### src/rtl/mem_wb_reg.sv
// mem_wb_reg: MEM/WB pipeline register with synchronous data-memory
// read capture, load extraction and writeback-result selection.
//
// Ports:
//   clk, rst            - clock, synchronous active-high reset
//   *_m                 - memory-stage fields captured on advancing edges
//   dmem_dout           - synchronous dmem read word for the resident load
//   stall_w, flush_w    - hold contents / insert bubble (flush wins)
//   valid_w, reg_write_w, rd_w, result_w, status_w - writeback outputs
//   retired_count       - retired-instruction counter; only present when
//                         MEM_WB_RETIRE_CNT_EN is defined, otherwise 0
module mem_wb_reg (
    input  logic        clk,
    input  logic        rst,
    input  logic        valid_m,
    input  logic        reg_write_m,
    input  logic [1:0]  result_src_m,
    input  logic [31:0] alu_result_m,
    input  logic [4:0]  rd_m,
    input  logic [31:0] pc_plus4_m,
    input  logic [31:0] c_reg_data_m,
    input  logic [7:0]  status_m,
    input  logic [2:0]  result_bytes_m,
    input  logic [31:0] dmem_dout,
    input  logic        stall_w,
    input  logic        flush_w,
    output logic        valid_w,
    output logic        reg_write_w,
    output logic [4:0]  rd_w,
    output logic [31:0] result_w,
    output logic [7:0]  status_w,
    output logic [63:0] retired_count
);

    logic        valid_q;
    logic        reg_write_q;
    logic [1:0]  result_src_q;
    logic [31:0] alu_result_q;
    logic [4:0]  rd_q;
    logic [31:0] pc_plus4_q;
    logic [31:0] c_reg_data_q;
    logic [7:0]  status_q;
    logic [2:0]  result_bytes_q;

    logic        held;
    logic [31:0] hold_q;

    logic [31:0] load_raw;
    logic [7:0]  byte_sel;
    logic [15:0] half_sel;
    logic [31:0] load_data;

    always_ff @(posedge clk) begin
        if (rst || flush_w) begin
            valid_q        <= 1'b0;
            reg_write_q    <= 1'b0;
            result_src_q   <= '0;
            alu_result_q   <= '0;
            rd_q           <= '0;
            pc_plus4_q     <= '0;
            c_reg_data_q   <= '0;
            status_q       <= '0;
            result_bytes_q <= '0;
            held           <= 1'b0;
            hold_q         <= '0;
        end else if (stall_w) begin
            // dmem_dout is only valid in the load's first cycle here;
            // latch it so later stall cycles can ignore the live bus.
            if (valid_q && !held) begin
                held   <= 1'b1;
                hold_q <= dmem_dout;
            end
        end else begin
            valid_q        <= valid_m;
            reg_write_q    <= reg_write_m;
            result_src_q   <= result_src_m;
            alu_result_q   <= alu_result_m;
            rd_q           <= rd_m;
            pc_plus4_q     <= pc_plus4_m;
            c_reg_data_q   <= c_reg_data_m;
            status_q       <= status_m;
            result_bytes_q <= result_bytes_m;
            held           <= 1'b0;
        end
    end

    always_comb begin
        load_raw = held ? hold_q : dmem_dout;

        unique case (alu_result_q[1:0])
            2'd0:    byte_sel = load_raw[7:0];
            2'd1:    byte_sel = load_raw[15:8];
            2'd2:    byte_sel = load_raw[23:16];
            default: byte_sel = load_raw[31:24];
        endcase

        // Misaligned halfword offsets are treated as aligned.
        half_sel = alu_result_q[1] ? load_raw[31:16] : load_raw[15:0];

        case (result_bytes_q)
            3'b001:  load_data = {{24{byte_sel[7]}}, byte_sel};
            3'b101:  load_data = {24'd0, byte_sel};
            3'b010:  load_data = {{16{half_sel[15]}}, half_sel};
            3'b110:  load_data = {16'd0, half_sel};
            default: load_data = load_raw;
        endcase
    end

    always_comb begin
        result_w = '0;
        if (valid_q) begin
            unique case (result_src_q)
                2'b00:   result_w = alu_result_q;
                2'b01:   result_w = load_data;
                2'b10:   result_w = pc_plus4_q;
                default: result_w = c_reg_data_q;
            endcase
        end
    end

    assign valid_w     = valid_q;
    assign reg_write_w = reg_write_q & valid_q;
    assign rd_w        = rd_q;
    assign status_w    = status_q;

`ifdef MEM_WB_RETIRE_CNT_EN
    logic [63:0] retire_cnt;

    always_ff @(posedge clk) begin
        if (rst) begin
            retire_cnt <= '0;
        end else if (valid_q && !stall_w && !flush_w) begin
            retire_cnt <= retire_cnt + 64'd1;
        end
    end

    assign retired_count = retire_cnt;
`else
    assign retired_count = '0;
`endif

endmodule

### config.mk
export PLATFORM = sky130hd
export DESIGN_NAME = mem_wb_reg
export DESIGN_NICKNAME = d
export VERILOG_FILES = /design/src/rtl/mem_wb_reg.sv
export SDC_FILE = /design/constraint.sdc
export NUM_CORES = 1
export LEC_CHECK = 0
export CORE_MARGIN = 8
export CORE_UTILIZATION = 46
export DETAILED_ROUTE_END_ITERATION = 10
export GPL_TIMING_DRIVEN = 0
export PLACE_DENSITY = 0.81
export SYNTH_ARGS = -nofsm -noshare
export SYNTH_HDL_FRONTEND = slang
export SYNTH_SLANG_ARGS = --single-unit
### constraint.sdc
create_clock -name clk -period 2.2 [get_ports clk]
set_input_delay 0.44 -clock clk [delete_from_list [all_inputs] [get_ports clk]]
set_output_delay 0.44 -clock clk [all_outputs]
set_load 0.01 [all_outputs]
# == After elaboration in Yosys (flattened, before gate mapping) ==
# Cells that the tools add are included.
# totals
ff_bits,149
latch_bits,0
ram_bits,0
romBits,0
input_bits,152
out_inout_bits,111
elab_cells,34
memories,0
# op_classes
n_addsub,0
n_mul,0
div,0
magnitude_cmp,0
eq_ne,8
n_shift,0
mux,6
n_bitwise,2
reduce_logical,7
# op_table
operator,n
$pmux W32 S4,1
$pmux W32 S3,1
$mux W32,2
$pmux W8 S3,1
$mux W16,1
$eq A3 B3 Y1 const B,2
$eq A2 B1 Y1 const B,2
$eq A2 B2 Y1 const B,2
$logic_not A2 Y1,2
$eq A3 B1 Y1 const B,1
$eq A3 B2 Y1 const B,1
$reduce_and A2 Y1,1
$reduce_or A2 Y1,1
$and A1 B1 Y1,1
$logic_and A1 B1 Y1,1
$logic_not A1 Y1,1
$logic_or A1 B1 Y1,1
$not A1 Y1,1

# == Depth between registers and ports, before layout ==
# Gate-level depths: netlist of run 1.
# logic_depth
depth_word,5
depth_mapped,8
depth_no_buf,5

# == Worst setup path after synthesis of run 1 ==
# OpenSTA, ideal clock, no wires.
# synth_timing
kind,reg-to-output
startpoint,register alu_result_q[1]
endpoint,output result_w[30]
arrival_time_ns,1.615
t_required_ns,1.760
path_slack_ns,0.145
stages_incl_launch_ff,8
n_path_buf,2
path_cell_list,dfxtp_1 buf_4 mux2i_1 or3_4 a311oi_4 buf_6 nor3_1 nor2_1
# synth_via
elab_chain_len,5
# synth_lines
item,line_no,rtl
from (decl),38,logic [31:0] alu_result_q;
from (signal assigned),77,alu_result_q <= alu_result_m;
"$eq A2 B2 Y1, or another cell as far along",90,unique case (alu_result_q[1:0])
$pmux W8 S3,90,
$pmux W32 S4 (*),100,case (result_bytes_q)
$pmux W32 S3 (*),112,unique case (result_src_q)
$mux W32 (*),111,if (valid_q) begin
to (decl),30,"output logic [31:0] result_w,"
# Mark *: on every way between the ends. The rest lies on a longest branch, timed or not.

# == Worst setup path after layout of run 1 ==
# layout_timing
startpoint,register alu_result_q[1]
endpoint,output result_w[16]
# Same word-level chain as after synthesis.

==> summary.md, run 1 <==
| Metric | Value |
|---|---|
| Status | finished, violations left |
| Violated checks | negative setup slack |
| Clock power frac | 0.431 |
| Crit-path cells | buf_6 > mux2_4 > nand3b_1 > a311oi_4 > buf_6 > buf_6 > nor3_2 > nor2_1 > buf_2 |
| Total chip power | between 7 and 8 mW |
| Layout area overhead | 55.2% |
| Final period util | 1.25 |
| Area contributors post-synth | dfxtp_1 (38%), mux2i_1 (20%), nor2_1 (7.0%), buf_4 (6.5%), nand2_1 (4.4%) |
| Final ANT Viol Nets | 0 |
| H-tree Lvls | 4 |
| Syn Area/Cell | between 8 and 9 µm² |
| Synth Register Bits | ~150 |
| Hold_ws | around 460 ps |
| Net Sw Power | between 1.5 and 2 mW |
| Wirelength per Cell | approximately 19 µm |
| DIE WIDTH | 146 µm |
| Multi-input gate area | between 4000 and 5000 µm² |
| Setup TNS | -14,630 ps |
| Min Tclk post-route | roughly 2800 ps |
| Gpl congestion | about 0.95 |
| Hold bufs inserted after CTS | 0 |
| Peak VDD IR | ~0.00057 V |
| Share of cells above drive strength 1 | 0.251 |
| Design Area, Final | 12,100 µm² |
| First-pass GRT wire length | ~43,000 µm |
| Synth Instances | roughly 900 |
| Post-Place Setup Slack | -1150 ps |
| Placed cell count | ~1,400 |
| TritonCTS clock tree | done |
| Vias post-DR | 7,912 |
| Crit path buf inv count | 4 |
| IO Port Bufs | slightly below 200 |
| Synth unique cells | between 40 and 50 |
| Synth async-reset ratio | 0 |
| Cell Area, Synth | 7780 µm² |
| YS warnings | 0 |
| Fmax achieved | 0.363 GHz |
| Full die area | approximately 21,000 µm² |
| Slowest CP cell | a311oi_4 |
| Area leader, netlist | dfxtp_1 |
| Final Net Count | approximately 1,400 |
| Post-synth top flop | dfxtp_1 |
| CTS buffer count | 17 |
| Max-cap violation count | 0 |
| Setup slack after layout | -557 ps |
| Largest net degree at the start of global routing | 17 |
| CP Class | reg -> out |
| Power density over the cells | 587 nW/µm² |
| Initial DRT Pass Iterations | 6 |
| Drt total wl | roughly 28,000 µm |
| Final hold vios | 0 |
| HP Class | reg -> reg |
| Post-synth top area share | 0.383 |
| Leakage | 4.90 nW |
| Setup Viol. Count Final | 32 |
| EDFF count, synth | 0 |
| Vias per inst | approximately 5.3 |
| Clk slew on worst S/H paths | 70 ps |
| Internal power | 5.21 mW |
| CP Max Fanout | 5 |
| Initial Util | 0.469 |
| Crit path max-delay family | buffers and inverters |
| Most frequent cells in the layout | clkdlybuf4s50_1 (162), dfxtp_1 (142), nor2_1 (135) |
| Storage cell area | around 3000 µm² |
| DP HPWL | approximately 21,000 µm |
| Most used cell, CP | buf_6 |
| Comb pwr share | 0.172 |
| Placed instance area | around 10,000 µm² |
| # diodes | 0 |
| CP max stage delay | about 450 ps |
| Overall Global Routing Usage | 0.252 |
| Sw Share | 0.265 |
| DRC Markers | 0 |
| Max-slew violations | 0 |
| Die Height | between 100 and 150 µm |
| Cell Count, Final, Fillers Out | between 1,000 and 1,500 |
| Clk_skew | ~5.7 ps |
| Crit path launch type | flip-flop |
| Number of cell rows | 47 |
| Initial antenna violation count | 0 |
| Seq pwr share | 0.397 |
| 1st-iter DRT viols | 725 |
| Number of global-route vias before repair | between 7,000 and 8,000 |
| Register area share after synthesis | 0.383 |
| Ports | between 200 and 300 |
| Slew @ Worst Pin | 840 ps |
| Slew headroom | 0.440 |
| Critical Path RT | roughly 1800 ps |
| Gr ovfl total | 0 |
| RSZ-0062 raised after global routing | yes |
| CP endpoint kind | output pin |
| Clock sinks | 149 |
| Most common library cell in the layout ignoring fill and taps | clkdlybuf4s50_1 |
| Latest clock arrival within the worst-skew pair | between 400 and 500 ps |
| Core Area | ~17,000 µm² |
| Final design utilization | 0.728 |
| Bufs on Longest Clock Path | 2 |
| Root cell of the clock tree | clkbuf_16 |
| Fill cells | between 1,000 and 1,500 |
| Worst Path Arrival | roughly 2300 ps |
[path summary, 6_finish.rpt]
check	end	from	depth (start not counted)	slack, ps
setup / recovery	result_w[16]	alu_result_q[1]$_SDFFE_PP0N_	9	-560
hold / removal	hold_q[3]$_SDFFE_PP0P_	hold_q[3]$_SDFFE_PP0P_	2	460
setup reg to reg	hold_q[30]$_SDFFE_PP0P_	held$_SDFFE_PP0P_	7	440
hold reg to reg	hold_q[3]$_SDFFE_PP0P_	hold_q[3]$_SDFFE_PP0P_	2	460
[registers in the layout, indices dropped and copies added, names as in the netlist, 2 cells and up]
register / cells
result_bytes_q: 3
pc_plus4_q: 32
rd_w: 5
c_reg_data_q: 32
status_w: 8
hold_q: 32
result_src_q: 2
alu_result_q: 32
[repair_timing]
item                                    in CTS  in global routing
gates resized for setup                    315                 86
buffers inserted                            23                 18
cloned                                       4                  1
pin swaps                                   49                 31
endpoints found under the setup margin      53                 32
[per-layer routing]
| metal | up-vias | GRT usage | wire length [µm] |
|---|---|---|---|
| li1 | 3739 | - | - |
| met1 | 3664 | 0.304 | 11300 |
| met2 | 441 | 0.415 | 13500 |
| met3 | 68 | 0.0735 | 2780 |
| met4 | 0 | 0.0958 | 890 |
| met5 | - | 0 | 0 |
[cells by family (layout without fill, tap and decap cells)]
family | count (synthesis) | count (layout) | share of synthesized area
AO/OA/AOI/OAI | 176 | 176 | 0.143
buffers and inverters | 143 | 414 | 0.105
flip-flops | 149 | 149 | 0.383
multiplexers | 160 | 160 | 0.206
other | 1 | 64 | 0.000482
AND/OR/NAND/NOR | 297 | 297 | 0.162
[power by group through the flow]
stage	logic, mW	clock network (mW)	registers [mW]
after global placement	0.990	0	2.87
after floorplan	0.556	0	2.86
after detailed placement	1.00	0	2.87
final	1.22	3.06	2.82
after global routing	1.29	3.19	2.82
after CTS	1.12	3.07	2.81
[tightest hold or removal path: stages (launching register included)]
cell,delay (ps)
dfxtp_1,310
nand2_1,50
a21oi_1,50
[synth_stat cells, types with 2 or more instances]
cell,instances
a31oi_1,2
dfxtp_1,149
buf_1,9
mux2i_1,157
o22ai_1,8
o21ai_1,3
nor2b_1,8
o221ai_1,28
buf_2,18
a21oi_1,51
a32oi_1,2
nand2b_1,24
nor3_1,16
a311oi_1,7
mux2_1,2
nor2_1,145
buf_4,67
and3_1,2
a211oi_1,15
inv_1,5
o21ai_0,53
nand2_1,91
or2_0,2
clkbuf_1,43
nand3_1,2
[area by class of cell]
cell class	instances	share of cell area
Multi-Input combinational cell	697	0.410
Sequential cell	149	0.248
Timing Repair Buffer	241	0.186
Buffer	136	0.0808
Clock buffer	18	0.0355
Tap cell	220	0.0228
Clock inverter	14	0.0146
Inverter	5	0.00176
(Power assumes the default switching activity.)
==> run 2, diff against run 1 <==
--- a/config.mk
+++ b/config.mk
@@ -5,6 +5,7 @@
 export SDC_FILE = /design/constraint.sdc
 export NUM_CORES = 1
 export LEC_CHECK = 0
+export ABC_AREA = 1
 export CORE_MARGIN = 8
 export CORE_UTILIZATION = 46
 export DETAILED_ROUTE_END_ITERATION = 10
==> run 2 against run 1 <==
The run still ends with negative setup slack left. Largest power group unchanged. Die area down 3.2%. Cell area down 5.7%. Sequential power about the same. Wire length up 5.7%. First-iteration DRC count up 21%. Critical path depth up 3. Worst setup slack better by 230 ps. Sequential share of layout area up 1.5 points. Clock power down 5%. Critical endpoint is now result_w[22].
==> summary.md, run 2 <==
| Metric | Value |
|---|---|
| Largest net degree at the start of global routing | 17 (unchanged) |
| Root cell of the clock tree | clkbuf_16 |
| Leakage | 4.59 nW (-6.3%) |
| Area contributors post-synth | dfxtp_1 (40%), nand2_1 (20%), a21oi_1 (12%), buf_4 (6.7%), o21ai_0 (4.6%) |
| Crit path launch type | flip-flop |
| Overall Global Routing Usage | 0.282 (+0.0306) |
| Placed instance area | 9980 µm² (-2.9%) |
| Crit path from | held$_SDFFE_PP0P_ |
| Highest Signal Layer | met4 |
| Wirelength per Cell | 18.3 µm (-4.6%) |
| Latest clock arrival within the worst-skew pair | 430 ps (about the same) |
| Worst Path Arrival | 2090 ps (-230 ps) |
| R2R Path Start | held$_SDFFE_PP0P_ |
| YS warnings | 0 (unchanged) |
| Number of global-route vias before repair | 8,395 (+9.4%) |
| Violated checks | negative setup slack |
| CP endpoint kind | output pin |
| Min Tclk post-route | 2530 ps (-231 ps) |
| Met3 WL | 3380 µm (+22%) |
| IO Port Bufs | 197 (-0.51%) |
| Synth Register Bits | 149 (unchanged) |
| Full die area | 20,600 µm² (-3.2%) |
| CP Class | reg -> out |
| Initial DRT Pass Iterations | 6 (unchanged) |
| Drt total wl | 30,100 µm (+5.7%) |
| Power density over the cells | 606 nW/µm² (+3.2%) |
| CTS buffer count | 17 (unchanged) |
| Number of cell rows | 46 (-2.1%) |
| Gr ovfl total | 0 (unchanged) |
| Layout area overhead | 51.9% |
| Share of cells above drive strength 1 | 0.248 (-0.00307) |
| Final ANT Viol Nets | 0 (unchanged) |
| Clk slew on worst S/H paths | 70 ps (about the same) |
| Synth async-reset ratio | 0 (unchanged) |
| Cell Area, Synth | 7500 µm² (-3.6%) |
| Final hold vios | 0 (unchanged) |
| Metal2 WL | 13,600 µm (+0.68%) |
| Clk_skew | 7.23 ps (+1.53 ps) |
| Status | finished, violations left |
| Area leader, netlist | dfxtp_1 |
| Placed cell count | 1,577 (+12%) |
| Register area share after synthesis | 0.398 (+0.0145) |
| Hold_ws | 397 ps (-58.3 ps) |
| DRC Markers | 0 (unchanged) |
| Final design utilization | 0.717 (-0.0115) |
| DIE WIDTH | 144 µm (-1.6%) |
| Count leader, synth | nand2_1 |
| Post-synth top area share | 0.398 (+0.0145) |
| Hold Startpoint | stall_w |
| Syn Area/Cell | 6.81 µm² (-19%) |
| DP HPWL | 22,100 µm (+7.1%) |
| Slew @ Worst Pin | 712 ps (-128 ps) |
| Most common library cell in the layout ignoring fill and taps | nand2_1 |
| Most frequent cells in the layout | nand2_1 (352), clkdlybuf4s50_1 (161), a21oi_1 (150) |
| Core Area | 15,900 µm² (-4.2%) |
| Bufs on Longest Clock Path | 2 (unchanged) |
| RSZ-0062 raised after global routing | yes |
| Slew headroom | 0.525 (+0.0853) |
| Max-slew violations | 0 (unchanged) |
| Setup Viol. Count Final | 32 (unchanged) |
| Final period util | 1.15 (-0.105) |
| Peak VDD IR | 0.000575 V (+0.43%) |
| Clock sinks | 149 (unchanged) |
| Initial antenna violation count | 0 (unchanged) |
| Routed metal-1 wirelength | 11,700 µm (+3.1%) |
| Synth Instances | 1,101 (+19%) |
| Critical Path RT | 1760 ps (about the same) |
| Post-synth top cells | nand2_1 (404), a21oi_1 (180), dfxtp_1 (149) |
| Die Height | 144 µm (-1.6%) |
| Setup slack after layout | -326 ps (+231 ps) |
| Gpl congestion | 0.946 (-0.65%) |
| HP Class | in -> reg |
| Setup TNS | -8290 ps (+6340 ps) |
| Design Area, Final | 11,400 µm² (-5.7%) |
| Synth unique cells | 29 (-31%) |
| Max-cap violation count | 0 (unchanged) |
| First-pass GRT wire length | 44,500 µm (+4.4%) |
| Ports | 263 (unchanged) |
| Cell Count, Final, Fillers Out | 1,641 (+11%) |
| Initial Util | 0.472 (+0.00282) |
| # diodes | 0 (unchanged) |
| H-tree Lvls | 4 (unchanged) |
| Fmax achieved | 0.396 GHz (+9.1%) |
| Post-Place Setup Slack | -818 ps (+334 ps) |
| Final Net Count | 1,564 (+12%) |
| Vias per inst | 5.36 (+0.31%) |
| 1st-iter DRT viols | 874 (+21%) |
| Vias post-DR | 8,800 (+11%) |
| TritonCTS clock tree | done |
| CP Max Fanout | 8 (+3) |
| EDFF count, synth | 0 (unchanged) |
| Total chip power | 6.90 mW (-2.7%) |
| Post-synth top flop | dfxtp_1 |
| Hold bufs inserted after CTS | 0 (unchanged) |
## run 2: layout make-up
type	instances	area, µm²
flip-flops and latches	149	3000
repair buffers	229	2100
clock inverters	14	143
clock buffers	18	439
multi-input cells	847	4360
plain buffers	139	948
well taps	216	270
fillers	1334	4500
inverters	29	123
## run 2: report_power, final
group	internal [mW]	total [mW]	switching, mW
clock	1.62	2.91	1.29
combinational	0.564	1.18	0.612
sequential	2.77	2.82	0.0534
total	4.95	6.90	1.96
## run 2: logic make-up after synthesis
| group | synth area share |
|---|---|
| simple gates | 0.261 |
| flops | 0.398 |
| buf+inv | 0.124 |
| other cells | 0.000500 |
| compound gates | 0.217 |
## run 2: repair_timing
action / 4_1_cts / 5_1_grt
setup endpoints to repair: 33 / 86
resized for setup: 314 / 53
buffers inserted: 19 / 9
pin swaps: 39 / 29
gates cloned: 4 / 0
## run 2: path summary, 6_finish.rpt
check | to | slack [ps] | cells after the start
max | result_w[22] | -330 | 12
min | valid_w$_SDFFE_PP0N_ | 400 | 3
max reg2reg | hold_q[9]$_SDFFE_PP0P_ | 570 | 8
min reg2reg | hold_q[13]$_SDFFE_PP0P_ | 460 | 2
## run 2: worst max-delay path: stages (launching register included)
cell     delay (ps)
dfxtp_4         400
inv_8           110
nand2_4          60
nand2_4         100
buf_6           100
nand2_2          40
nand2_2          90
nand2_2          60
nand3_4         150
buf_8           170
nand2_2          80
a21oi_2         130
buf_2           170
## run 2: routing by layer
metal	track usage	up-vias
met5	0	-
met4	0.160	0
met3	0.0720	110
met2	0.443	580
met1	0.345	3974
li1	-	4136
==> run 3, diff against run 2 <==
--- a/config.mk
+++ b/config.mk
@@ -7,10 +7,10 @@
 export LEC_CHECK = 0
 export ABC_AREA = 1
 export CORE_MARGIN = 8
-export CORE_UTILIZATION = 46
+export CORE_UTILIZATION = 49
 export DETAILED_ROUTE_END_ITERATION = 10
 export GPL_TIMING_DRIVEN = 0
-export PLACE_DENSITY = 0.81
+export PLACE_DENSITY = 0.86
 export SYNTH_ARGS = -nofsm -noshare
 export SYNTH_HDL_FRONTEND = slang
 export SYNTH_SLANG_ARGS = --single-unit
==> constraint.sdc (replaced) <==
create_clock -name clk -period 3.1 [get_ports clk]
set_input_delay 0.62 -clock clk [delete_from_list [all_inputs] [get_ports clk]]
set_output_delay 0.62 -clock clk [all_outputs]
set_load 0.01 [all_outputs]
==> run 3 against run 2 <==
Wire length fell by 6.8%. Worst setup slack gained 250 ps. The flow still finishes with violations (negative setup slack). Global-route usage fell by 0.54 points. Cell count is 3.7% lower. Core utilization is 1.8 points lower.
==> summary.md, run 3 (synthesis gave the netlist of run 2 again) <==
| Metric | Value |
|---|---|
| Slew @ Worst Pin | 682 ps (-30.0 ps) |
| Post-Place Setup Slack | -287 ps (+531 ps) |
| IO Port Bufs | 197 (unchanged) |
| DIE WIDTH | 140 µm (-2.8%) |
| Setup TNS | -80.2 ps (+8210 ps) |
| CP endpoint kind | output pin |
| # diodes | 0 (unchanged) |
| Number of cell rows | 45 (-2.2%) |
| H-tree Lvls | 4 (unchanged) |
| First-pass GRT wire length | 42,600 µm (-4.2%) |
| Max-cap violation count | 0 (unchanged) |
| Fill cells | 1,318 (-1.2%) |
| Hold Crit Depth | 2 (-1) |
| TritonCTS clock tree | done |
| Crit path launch type | flip-flop |
| DP HPWL | 22,000 µm (-0.42%) |
| Wirelength per Cell | 17.8 µm (-3.2%) |
| Most frequent cells in the layout | nand2_1 (399), a21oi_1 (174), clkdlybuf4s50_1 (166) |
| Max-slew violations | 0 (unchanged) |
| Setup Viol. Count Final | 1 (-97%) |
| Slew headroom | 0.543 (+0.0183) |
| 1st-iter DRT viols | 756 (-14%) |
| Bufs on Longest Clock Path | 2 (unchanged) |
| Initial DRT Pass Iterations | 5 (-1) |
| Core Area | 15,100 µm² (-5.0%) |
| Final period util | 1.03 |
| Initial antenna violation count | 0 (unchanged) |
| Violated checks | negative setup slack |
| Clk_skew | 6.00 ps (-1.23 ps) |
| RSZ-0062 raised after global routing | yes |
| CP Max Fanout | 10 (+2) |
| Setup slack after layout | -80.2 ps (+246 ps) |
| Overall Global Routing Usage | 0.277 (-0.00538) |
| Critical Path RT | 2480 ps (+720 ps) |
| Gpl congestion | 0.916 (-3.2%) |
| Gr ovfl total | 0 (unchanged) |
| CTS buffer count | 17 (unchanged) |
| Largest net degree at the start of global routing | 17 (unchanged) |
| Reg2Reg Depth | 6 (-2) |
| Layout area overhead | 40.6% |
| Number of global-route vias before repair | 8,030 (-4.3%) |
| Power density over the cells | 456 nW/µm² (-25%) |
| Full die area | 19,500 µm² (-5.5%) |
| Fmax achieved | 0.314 GHz |
| Min Tclk post-route | between 3000 and 4000 ps |
| Peak VDD IR | 0.000398 V (-31%) |
| Clock sinks | 149 (unchanged) |
| Die Height | 140 µm (-2.8%) |
| Final ANT Viol Nets | 0 (unchanged) |
| Total chip power | 4.81 mW (-30%) |
| Final hold vios | 0 (unchanged) |
| Status | finished, violations left |
| Leakage | 4.29 nW (-6.5%) |
| CP Class | reg -> out |
| Drt total wl | 28,100 µm (-6.8%) |
| Clk slew on worst S/H paths | 60 ps (about the same) |
| Worst Path Arrival | 2560 ps (+470 ps) |
| Share of cells above drive strength 1 | 0.130 (-0.118) |
| Final design utilization | 0.698 (-0.0184) |
| Most common library cell in the layout ignoring fill and taps | nand2_1 |
| Vias per inst | 5.32 (-0.85%) |
| Final Net Count | 1,531 (-2.1%) |
| Latest clock arrival within the worst-skew pair | 430 ps (about the same) |
| Initial Util | 0.497 (+0.0249) |
| HP Class | reg -> reg |
| Ports | 263 (unchanged) |
| DRC Markers | 0 (unchanged) |
| Root cell of the clock tree | clkbuf_16 |
| Vias post-DR | 8,401 (-4.5%) |
[run 3: changes by cell type in the layout (fill, tap and decap cells not counted), sizes merged]
cell,before,now
dlymetal6s2s,0,1
clkinv,13,11
inv,26,31
clkbuf,73,81
clkinvlp,3,1
buf,148,84
clkdlybuf4s50,161,166
dlygate4sd2,4,20
[run 3: layout make-up]
type,count,area (µm²),area share
Clock inverter,15,159,0.0151
Sequential cell,149,2980,0.283
Multi-Input combinational cell,847,3890,0.369
Tap cell,188,235,0.0223
Buffer,138,836,0.0793
Clock buffer,17,425,0.0404
Timing Repair Buffer,197,1900,0.180
Inverter,29,109,0.0103
[run 3: power by group]
group          total, mW  internal [mW]  leakage, nW  switching, mW
Combinational      0.733          0.349         2.79          0.384
Clock               2.07           1.14        0.286          0.931
Sequential          2.00           1.97         1.21         0.0345
Total               4.81           3.46         4.29           1.35
[run 3: path summary, 6_finish.rpt]
path / startpoint / endpoint / slack (ps)
worst max register to register: valid_w$_SDFFE_PP0N_ / hold_q[25]$_SDFFE_PP0P_ / 1460
worst max-delay path: result_src_q[1]$_SDFFE_PP0N_ / result_w[6] / -80
worst min register to register: hold_q[19]$_SDFFE_PP0P_ / hold_q[19]$_SDFFE_PP0P_ / 460
worst min-delay path: hold_q[19]$_SDFFE_PP0P_ / hold_q[19]$_SDFFE_PP0P_ / 460
[run 3: critical path: stages (launching register included)]
cell             delay, ps
dfxtp_1                300
buf_2                  180
nor2_1                 410
clkbuf_2               340
a221oi_1               150
a21oi_1                180
clkdlybuf4s50_1        570
[run 3: metrics by stage]
| stage | instances | hold slack (ps) | area (µm²) |
|---|---|---|---|
| finish | 1580 | 461 | 10500 |
| global route | 1580 | 471 | 10500 |
| CTS | 1581 | 459 | 10500 |
| detailed placement | 1549 | 449 | 9940 |
| global placement | 1549 | 439 | 9940 |
| floorplan | 1164 | 424 | 7730 |
[run 3: routing by layer]
metal | up-vias | GRT usage | wire length [µm]
met3 | 75 | 0.0831 | 2830
li1 | 4060 | - | -
met1 | 3791 | 0.339 | 11300
met5 | - | 0 | 0
met4 | 0 | 0.119 | 1080
met2 | 475 | 0.442 | 12900
[run 3: repair_timing]
action / CTS / global route
gates resized for setup: 54 / 33
hold buffers: 0 / 0
setup endpoints to repair: 32 / 16
buffers inserted: 0 / 0
